==> src/rtl/rf_write_arbiter_pkg.sv <==
// Shared constants for the register-file write arbiter: address width,
// the hard-wired zero register and the requester indices.
package rf_write_arbiter_pkg;

    localparam int         ADDR_W   = 5;
    localparam logic [4:0] REG_ZERO = 5'd0;
    localparam logic       REQ_ALU  = 1'b0;
    localparam logic       REQ_MEM  = 1'b1;

endpackage

==> src/rtl/MUX2X5.sv <==
// Existing 2:1 five-bit register-address mux sitting in front of the
// register file.
module MUX2X5 (
    input  logic [4:0] A0,
    input  logic [4:0] A1,
    input  logic       S,
    output logic [4:0] Y
);

    assign Y = S ? A1 : A0;

endmodule

==> src/rtl/rf_write_arbiter.sv <==
// Shares the single register-file write port between the ALU and load
// writeback paths: one holding entry per requester, round-robin grant.
module rf_write_arbiter
    import rf_write_arbiter_pkg::*;
#(
    parameter int DW = 32
) (
    input  logic              clk,
    input  logic              rst,
    input  logic              in0_valid,
    output logic              in0_ready,
    input  logic [ADDR_W-1:0] in0_addr,
    input  logic [DW-1:0]     in0_data,
    input  logic              in1_valid,
    output logic              in1_ready,
    input  logic [ADDR_W-1:0] in1_addr,
    input  logic [DW-1:0]     in1_data,
    output logic              rf_we,
    output logic [ADDR_W-1:0] rf_waddr,
    output logic [DW-1:0]     rf_wdata,
    output logic              rf_sel,
    output logic              busy
);

    logic              pend0_q, pend0_d, pend1_q, pend1_d;
    logic [ADDR_W-1:0] addr0_q, addr0_d, addr1_q, addr1_d;
    logic [DW-1:0]     data0_q, data0_d, data1_q, data1_d;
    logic              rr_q, rr_d;
    logic              rf_we_q, rf_we_d, rf_sel_q, rf_sel_d;
    logic [ADDR_W-1:0] rf_waddr_q, rf_waddr_d;
    logic [DW-1:0]     rf_wdata_q, rf_wdata_d;

    logic              gnt0, gnt1, gnt_valid, gnt_idx;
    logic              acc0, acc1;
    logic [ADDR_W-1:0] gnt_addr;
    logic [DW-1:0]     gnt_data;

    // Grant and ready are functions of registered state only, so ready never
    // depends combinationally on the requester's valid.
    always_comb begin
        gnt0      = pend0_q & (~pend1_q | (rr_q == REQ_ALU));
        gnt1      = pend1_q & (~pend0_q | (rr_q == REQ_MEM));
        gnt_valid = gnt0 | gnt1;
        gnt_idx   = gnt1 ? REQ_MEM : REQ_ALU;
    end

    assign in0_ready = ~pend0_q | gnt0;
    assign in1_ready = ~pend1_q | gnt1;
    assign acc0      = in0_valid & in0_ready;
    assign acc1      = in1_valid & in1_ready;
    assign busy      = pend0_q | pend1_q;

    MUX2X5 u_addr_mux (
        .A0 (addr0_q),
        .A1 (addr1_q),
        .S  (gnt_idx),
        .Y  (gnt_addr)
    );

    assign gnt_data = gnt_idx ? data1_q : data0_q;

    // NOTE: every signal gets a value on every path through this block;
    // a missing default here would infer a latch.
    always_comb begin
        pend0_d    = acc0 | (pend0_q & ~gnt0);
        pend1_d    = acc1 | (pend1_q & ~gnt1);
        addr0_d    = acc0 ? in0_addr : addr0_q;
        addr1_d    = acc1 ? in1_addr : addr1_q;
        data0_d    = acc0 ? in0_data : data0_q;
        data1_d    = acc1 ? in1_data : data1_q;
        rr_d       = rr_q;
        if (pend0_q & pend1_q) begin
            rr_d = ~gnt_idx;
        end
        rf_we_d    = gnt_valid & (gnt_addr != REG_ZERO);
        rf_waddr_d = gnt_valid ? gnt_addr : REG_ZERO;
        rf_wdata_d = gnt_valid ? gnt_data : '0;
        rf_sel_d   = gnt_valid ? gnt_idx  : rf_sel_q;
    end

    // NOTE: sequential state uses non-blocking assignments so every register
    // samples the pre-edge value of its neighbours.
    always_ff @(posedge clk) begin
        if (rst) begin
            pend0_q    <= 1'b0;
            pend1_q    <= 1'b0;
            rr_q       <= REQ_ALU;
            rf_we_q    <= 1'b0;
            rf_waddr_q <= REG_ZERO;
            rf_wdata_q <= '0;
            rf_sel_q   <= REQ_ALU;
        end else begin
            pend0_q    <= pend0_d;
            pend1_q    <= pend1_d;
            rr_q       <= rr_d;
            rf_we_q    <= rf_we_d;
            rf_waddr_q <= rf_waddr_d;
            rf_wdata_q <= rf_wdata_d;
            rf_sel_q   <= rf_sel_d;
        end
    end

    // NOTE: payload registers are left unreset; they are only observed while
    // the matching pend flag is set, which reset clears.
    always_ff @(posedge clk) begin
        addr0_q <= addr0_d;
        addr1_q <= addr1_d;
        data0_q <= data0_d;
        data1_q <= data1_d;
    end

    assign rf_we    = rf_we_q;
    assign rf_waddr = rf_waddr_q;
    assign rf_wdata = rf_wdata_q;
    assign rf_sel   = rf_sel_q;

endmodule

==> config.mk <==
export PLATFORM = sky130hd
export DESIGN_NAME = rf_write_arbiter
export DESIGN_NICKNAME = d
export VERILOG_FILES = /design/src/rtl/rf_write_arbiter_pkg.sv /design/src/rtl/MUX2X5.sv /design/src/rtl/rf_write_arbiter.sv
export SDC_FILE = /design/constraint.sdc
export NUM_CORES = 1
export LEC_CHECK = 0
export CAP_MARGIN = 20
export CORE_ASPECT_RATIO = 1.5
export CORE_MARGIN = 3
export CORE_UTILIZATION = 45
export DETAILED_ROUTE_END_ITERATION = 16
export GPL_ROUTABILITY_DRIVEN = 0
export PLACE_DENSITY = 0.77
export SYNTH_ARGS = -nofsm -noshare
export SYNTH_HDL_FRONTEND = slang
export SYNTH_SLANG_ARGS = --single-unit
==> constraint.sdc <==
create_clock -name clk -period 2.4 [get_ports clk]
set_input_delay 0.6 -clock clk [delete_from_list [all_inputs] [get_ports clk]]
set_output_delay 0.6 -clock clk [all_outputs]
set_load 0.005 [all_outputs]
* Word level (Yosys, flattened, before mapping)
Cells that the tools add are included.
** Operators by class
- Mux-type cells :: 3
- Bitwise logic cells :: 23
- Reduce and logical (&&, ||, !) cells :: 2
** Operators with widths (number)
- two-way mux 32 bit :: 1
- bitwise AND 1 bit :: 8
- OR 1 bit :: 8
- NOT 1 bit :: 7
- two-way mux 5 bit :: 1
- nonzero test 5 bit :: 1
- OR reduction 2 bit :: 1
- two-way mux 1 bit :: 1
** Word-level totals
- Register bits :: 116
- Bits of input ports :: 78
- Output and inout bits :: 42
- Word-level logic and storage cells :: 39

* Depth between registers and ports, before layout
- Word-level depth :: 7
- Depth in mapped cells :: 6
- Gate-level depth less buffers :: 3

* Modules after synthesis
A second synthesis with hierarchy kept.
** Second synthesis, totals
- Cell total of the unflattened synthesis :: 262
- Area total of the unflattened synthesis :: 4151.5 sq um
** By module, submodules not included
- rf_write_arbiter :: instances 1, cells each 257, area each 4095.2 sq um, sequential area each 3062.9 sq um
- MUX2X5 :: instances 1, cells each 5, area each 56.3 sq um, sequential area each 0.0 sq um

* Worst setup path after synthesis
Ideal clock, no wire load.
- Path kind :: register to register
- Start point :: reg pend1_q
- End point :: reg addr0_q[0] (enable)
- Data arrival time :: 1.634 ns
- Required time :: 2.002 ns
- Setup slack :: 0.368 ns
- Stages on the path, launching flop included :: 5
- Path buffers :: 2
- Period minus slack after synthesis :: 2.032 ns
- Path through :: dfxtp_1 -> buf_6 -> buf_2 -> nand3_1 -> and2_1
** On the way
- Word-level cells in the longest chain between the ends :: 5
** Ends and longest elaborated chain
- start: declaration :: line rf_write_arbiter.sv:25 : logic pend0_q, pend0_d, pend1_q, pend1_d;
- start signal: assignment :: line rf_write_arbiter.sv:94 : pend1_q <= pend1_d;
- NOT 1 bit :: line rf_write_arbiter.sv:41 : gnt0 = pend0_q & (~pend1_q | (rr_q == REQ_ALU));
- OR 1 bit :: line rf_write_arbiter.sv:41
- bitwise AND 1 bit :: line rf_write_arbiter.sv:41
- OR 1 bit :: line rf_write_arbiter.sv:47 : assign in0_ready = ~pend0_q | gnt0;
- via in0_ready :: line rf_write_arbiter.sv:11 : output logic in0_ready,
- bitwise AND 1 bit :: line rf_write_arbiter.sv:49 : assign acc0 = in0_valid & in0_ready;
- via acc0 :: line rf_write_arbiter.sv:34 : logic acc0, acc1;
- end signal: assignment :: line rf_write_arbiter.sv:106 : addr0_q <= addr0_d;
- end: declaration :: line rf_write_arbiter.sv:26 : logic [ADDR_W-1:0] addr0_q, addr0_d, addr1_q, addr1_d;
The timed path passes the listed nets, and every way through them passes these cells.
A chain may end at the register's enable or synchronous reset.

* Final worst setup path
- Start point :: reg pend0_q
- End point :: out in1_ready
** On the way
- Word-level cells in the longest chain between the ends :: 4
** Ends and longest elaborated chain
- start: declaration :: line rf_write_arbiter.sv:25
- start signal: assignment :: line rf_write_arbiter.sv:93 : pend0_q <= pend0_d;
- NOT 1 bit :: line rf_write_arbiter.sv:42 : gnt1 = pend1_q & (~pend0_q | (rr_q == REQ_MEM));
- OR 1 bit :: line rf_write_arbiter.sv:42
- bitwise AND 1 bit :: line rf_write_arbiter.sv:42
- OR 1 bit :: line rf_write_arbiter.sv:48 : assign in1_ready = ~pend1_q | gnt1;
- end: declaration :: line rf_write_arbiter.sv:15 : output logic in1_ready,
No other way between the ends.

==> impl_summary.txt <==
----------------------------------------------------
[Synthesis]
  Area of the mapped netlist ... between 4000 and 5000 um^2
  Number of warnings printed during yosys synthesis ... 0
  Mux share of post-synthesis cell area ... 0%
  Xor/xnor share of the synthesized area ... 0%
  Most used DFF post-synth ... sky130_fd_sc_hd__edfxtp_1
  Area share of and/or/nand/nor cells after synthesis ... just under 7%
  Avg Inst Size Synth ... between 10 and 15 um^2
  Register bit count reported by yosys ... 116
  Dominant combinational cell family by area after synthesis ... compound AO/OA/AOI/OAI gates
  Yosys cell types ... 24
  Synthesized-area fraction occupied by ao, oa, aoi and oai cells ... ~14%
  Synth async-reset ratio ... 0%
  Net count after synthesis ... 350
  Post-synthesis cell count ... around 270
  Area share of fa/ha/maj cells after synthesis ... 0%
  Count of flip-flops with a built-in enable after synthesis ... between 70 and 80
  Seq/Total Area, Yosys ... between 70% and 80%

[GRT]
  Wire length of the first global-routing pass ... 14,480 um
  Congestion Overflow GR ... 0
  All-Layer GR Usage ... 19.17%
  Initial antenna violation count ... 0
  Vias in the first global route ... around 2,900
  Pin count of the biggest net entering global routing ... 38

[Final layout]
  Fraction of layout instances using a drive strength above 1 ... between 20% and 30%
  Filler Cell Count ... around 610
  Synthesis-to-layout area growth ... 45.26%
  Highest-count cells in the layout ignoring fill and taps ... 119 x sky130_fd_sc_hd__clkdlybuf4s50_1, 74 x sky130_fd_sc_hd__edfxtp_1, 41 x sky130_fd_sc_hd__dfxtp_1
  Count of antenna diodes in the layout ... 0
  # nets final ... around 480
  Leading cell type in the layout, fill and taps excluded ... sky130_fd_sc_hd__clkdlybuf4s50_1

[Setup path]
  Endpoint kind of the worst setup timing path ... output pin
  Setup crit start kind ... flip-flop
  Critical path class ... flip-flop to output pin
  CP Max Fanout ... 7
  Arr. time, crit path ... approximately 1.7 ns
  Data required, critical path ... about 1.8 ns

[Clock tree]
  Root buffer selected by CTS ... sky130_fd_sc_hd__clkbuf_16
  Hold_buf cts ... 0
  Latest clock arrival within the worst-skew pair ... ~0.40 ns
  Total CTS buffers ... 17
  H-tree lvl count ... 4
  CTS Buffer Depth ... 2
  Clock net sink count ... around 120
  CTS tree ... done
  Register clock-pin slew on the reported worst setup and hold paths ... 0.05 ns

[Floorplanning]
  Core Footprint ... 8618 um^2
  Top-level port count ... 120
  Floorplan die area ... 10,240 um^2
  Effective utilization at floorplan ... between 40% and 50%
  Die X ... between 80 and 90 um
  Die span in y ... 122.4 um
  Row count ... 41

[Place]
  Port bufs ... 119
  Detailed placement HPWL ... between 6000 and 7000 um
  Pre-CTS setup slack ... 0.4177 ns

[STA]
  Actual slew at the worst max-slew pin ... about 0.74 ns
  Number of endpoints failing setup at the final stage ... 0
  Final setup skew ... 0.004977 ns
  Final count of hold timing violations ... 0
  Setup repair after global routing missed its margin ... false
  Max-slew headroom at the worst pin ... between 50% and 60%
  Total negative slack for setup checks ... 0 ns
  Final Slew Violations ... 0
  Final min period ... around 2.3 ns
  Crit share post-route ... 94.10%
  Final Worst Setup Slack ... ~0.14 ns
  Maximum clock frequency ... 0.4428 GHz

[Drt]
  Length of the first detailed-routing pass in iterations ... 4
  DRT antenna net count ... 0
  Total via count in the routed design ... ~2,700
  Residual DRC count ... 0
  Wirelength per Cell ... ~18 um
  Post-DR vias/cell ... just over 5
  Detailed router's first-iteration violation count ... around 160
  Total routed wirelength ... 9492 um

[Power]
  Power per cell area ... around 860 nW/um^2
  Worst vdd rail ir drop ... around 0.00061 V
  Leakage power summed over all cells ... roughly 0.002 uW

[Hold path]
  Class of the tightest hold or removal check ... flip-flop to flip-flop

[Run status]
  Result of the run ... finished, final reports clean

[Flow run]
  Max Cap Violations ... 0

----------------------------------------------------
-- per-stage QoR --
step / std cells / power [uW] / cell area, um^2 / hold slack (ns) / util (%)
finish: 518 / 5061 / 5907 / 0.5239 / 68.54
global route: 518 / 5235 / 5907 / 0.5393 / 68.54
CTS: 518 / 5105 / 5904 / 0.5300 / 68.51
detailed placement: 487 / 2748 / 5336 / 0.5189 / 61.92
global placement: 487 / 2734 / 5336 / 0.5058 / 61.92
floorplan: 272 / 2496 / 4066 / 0.4719 / -
-- kinds of logic (layout without fill, tap and decap cells) --
family                 count (synthesis)  in the layout
AND/OR/NAND/NOR                       54             54
AO/OA/AOI/OAI                         79             79
buffers and inverters                 23            162
flip-flops                           116            116
-- synth_stat cells, types with 3 or more instances --
master	n	area, um^2
sky130_fd_sc_hd__a21oi_1	11	55.05
sky130_fd_sc_hd__a21oi_2	30	262.8
sky130_fd_sc_hd__and2_1	3	18.77
sky130_fd_sc_hd__buf_2	4	20.02
sky130_fd_sc_hd__buf_4	3	22.52
sky130_fd_sc_hd__buf_6	8	90.09
sky130_fd_sc_hd__clkbuf_1	5	18.77
sky130_fd_sc_hd__dfxtp_1	42	840.8
sky130_fd_sc_hd__edfxtp_1	74	2222
sky130_fd_sc_hd__nand2_1	3	11.26
sky130_fd_sc_hd__nand3_1	37	185.2
sky130_fd_sc_hd__o21ai_0	6	30.03
sky130_fd_sc_hd__o21ai_1	20	100.1
sky130_fd_sc_hd__o21ai_2	10	87.58
-- state kept, by name (all words and copies together) (netlist names) --
name and flops:
pend1_q 1, rf_sel 1, rf_waddr 5, pend0_q 1, addr1_q 5, rf_we 1
data1_q 32, rr_q 1, rf_wdata 32, addr0_q 5, data0_q 32
-- repair_timing --
action,4_1_cts,5_1_grt
gates resized for setup,0,1
endpoints found under the setup margin,0,1
setup buffers,0,0
endpoints found under the hold margin,0,0
-- worst max-delay path: stages (launching register included) --
cell,delay (ns)
sky130_fd_sc_hd__dfxtp_1,0.44
sky130_fd_sc_hd__nand2_1,0.10
sky130_fd_sc_hd__or2_1,0.26
sky130_fd_sc_hd__clkdlybuf4s50_1,0.46
-- final timing paths --
check,start,endpoint,slack (ns),cells after the start
max,pend0_q$_SDFF_PP0_,in1_ready,0.14,3
max reg2reg,pend1_q$_SDFF_PP0_,rf_wdata[22]$_SDFF_PP0_,0.61,4
min reg2reg,data1_q[9]$_DFFE_PP_,rf_wdata[9]$_SDFF_PP0_,0.52,2
min,data1_q[9]$_DFFE_PP_,rf_wdata[9]$_SDFF_PP0_,0.52,2
-- where the power goes --
group          total, uW  switching, uW  internal, uW
Sequential          2290           40.1          2250
Combinational        418            187           231
Clock               2350            777          1580
Total               5060           1000          4060
-- per-layer routing --
metal  part of all wire (%)  global-route usage [%]  wire [um]
met1                     35                   19.53       3359
met2                     56                   34.91       5303
met3                    5.5                   5.910        523
met4                    3.2                   10.26        306
met5                      0                       0          0
-- area by class of cell --
| type | count | area (um^2) | area share, % |
|---|---|---|---|
| Clock buffer | 27 | 523.0 | 8.854 |
| Sequential cell | 116 | 3067 | 51.92 |
| Multi-Input combinational cell | 133 | 855.8 | 14.49 |
| Inverter | 3 | 11.26 | 0.1906 |
| Timing Repair Buffer | 128 | 1271 | 21.52 |
| Clock inverter | 4 | 45.04 | 0.7625 |
| Tap cell | 107 | 133.9 | 2.266 |
Power figures use the tool's default switching activity.
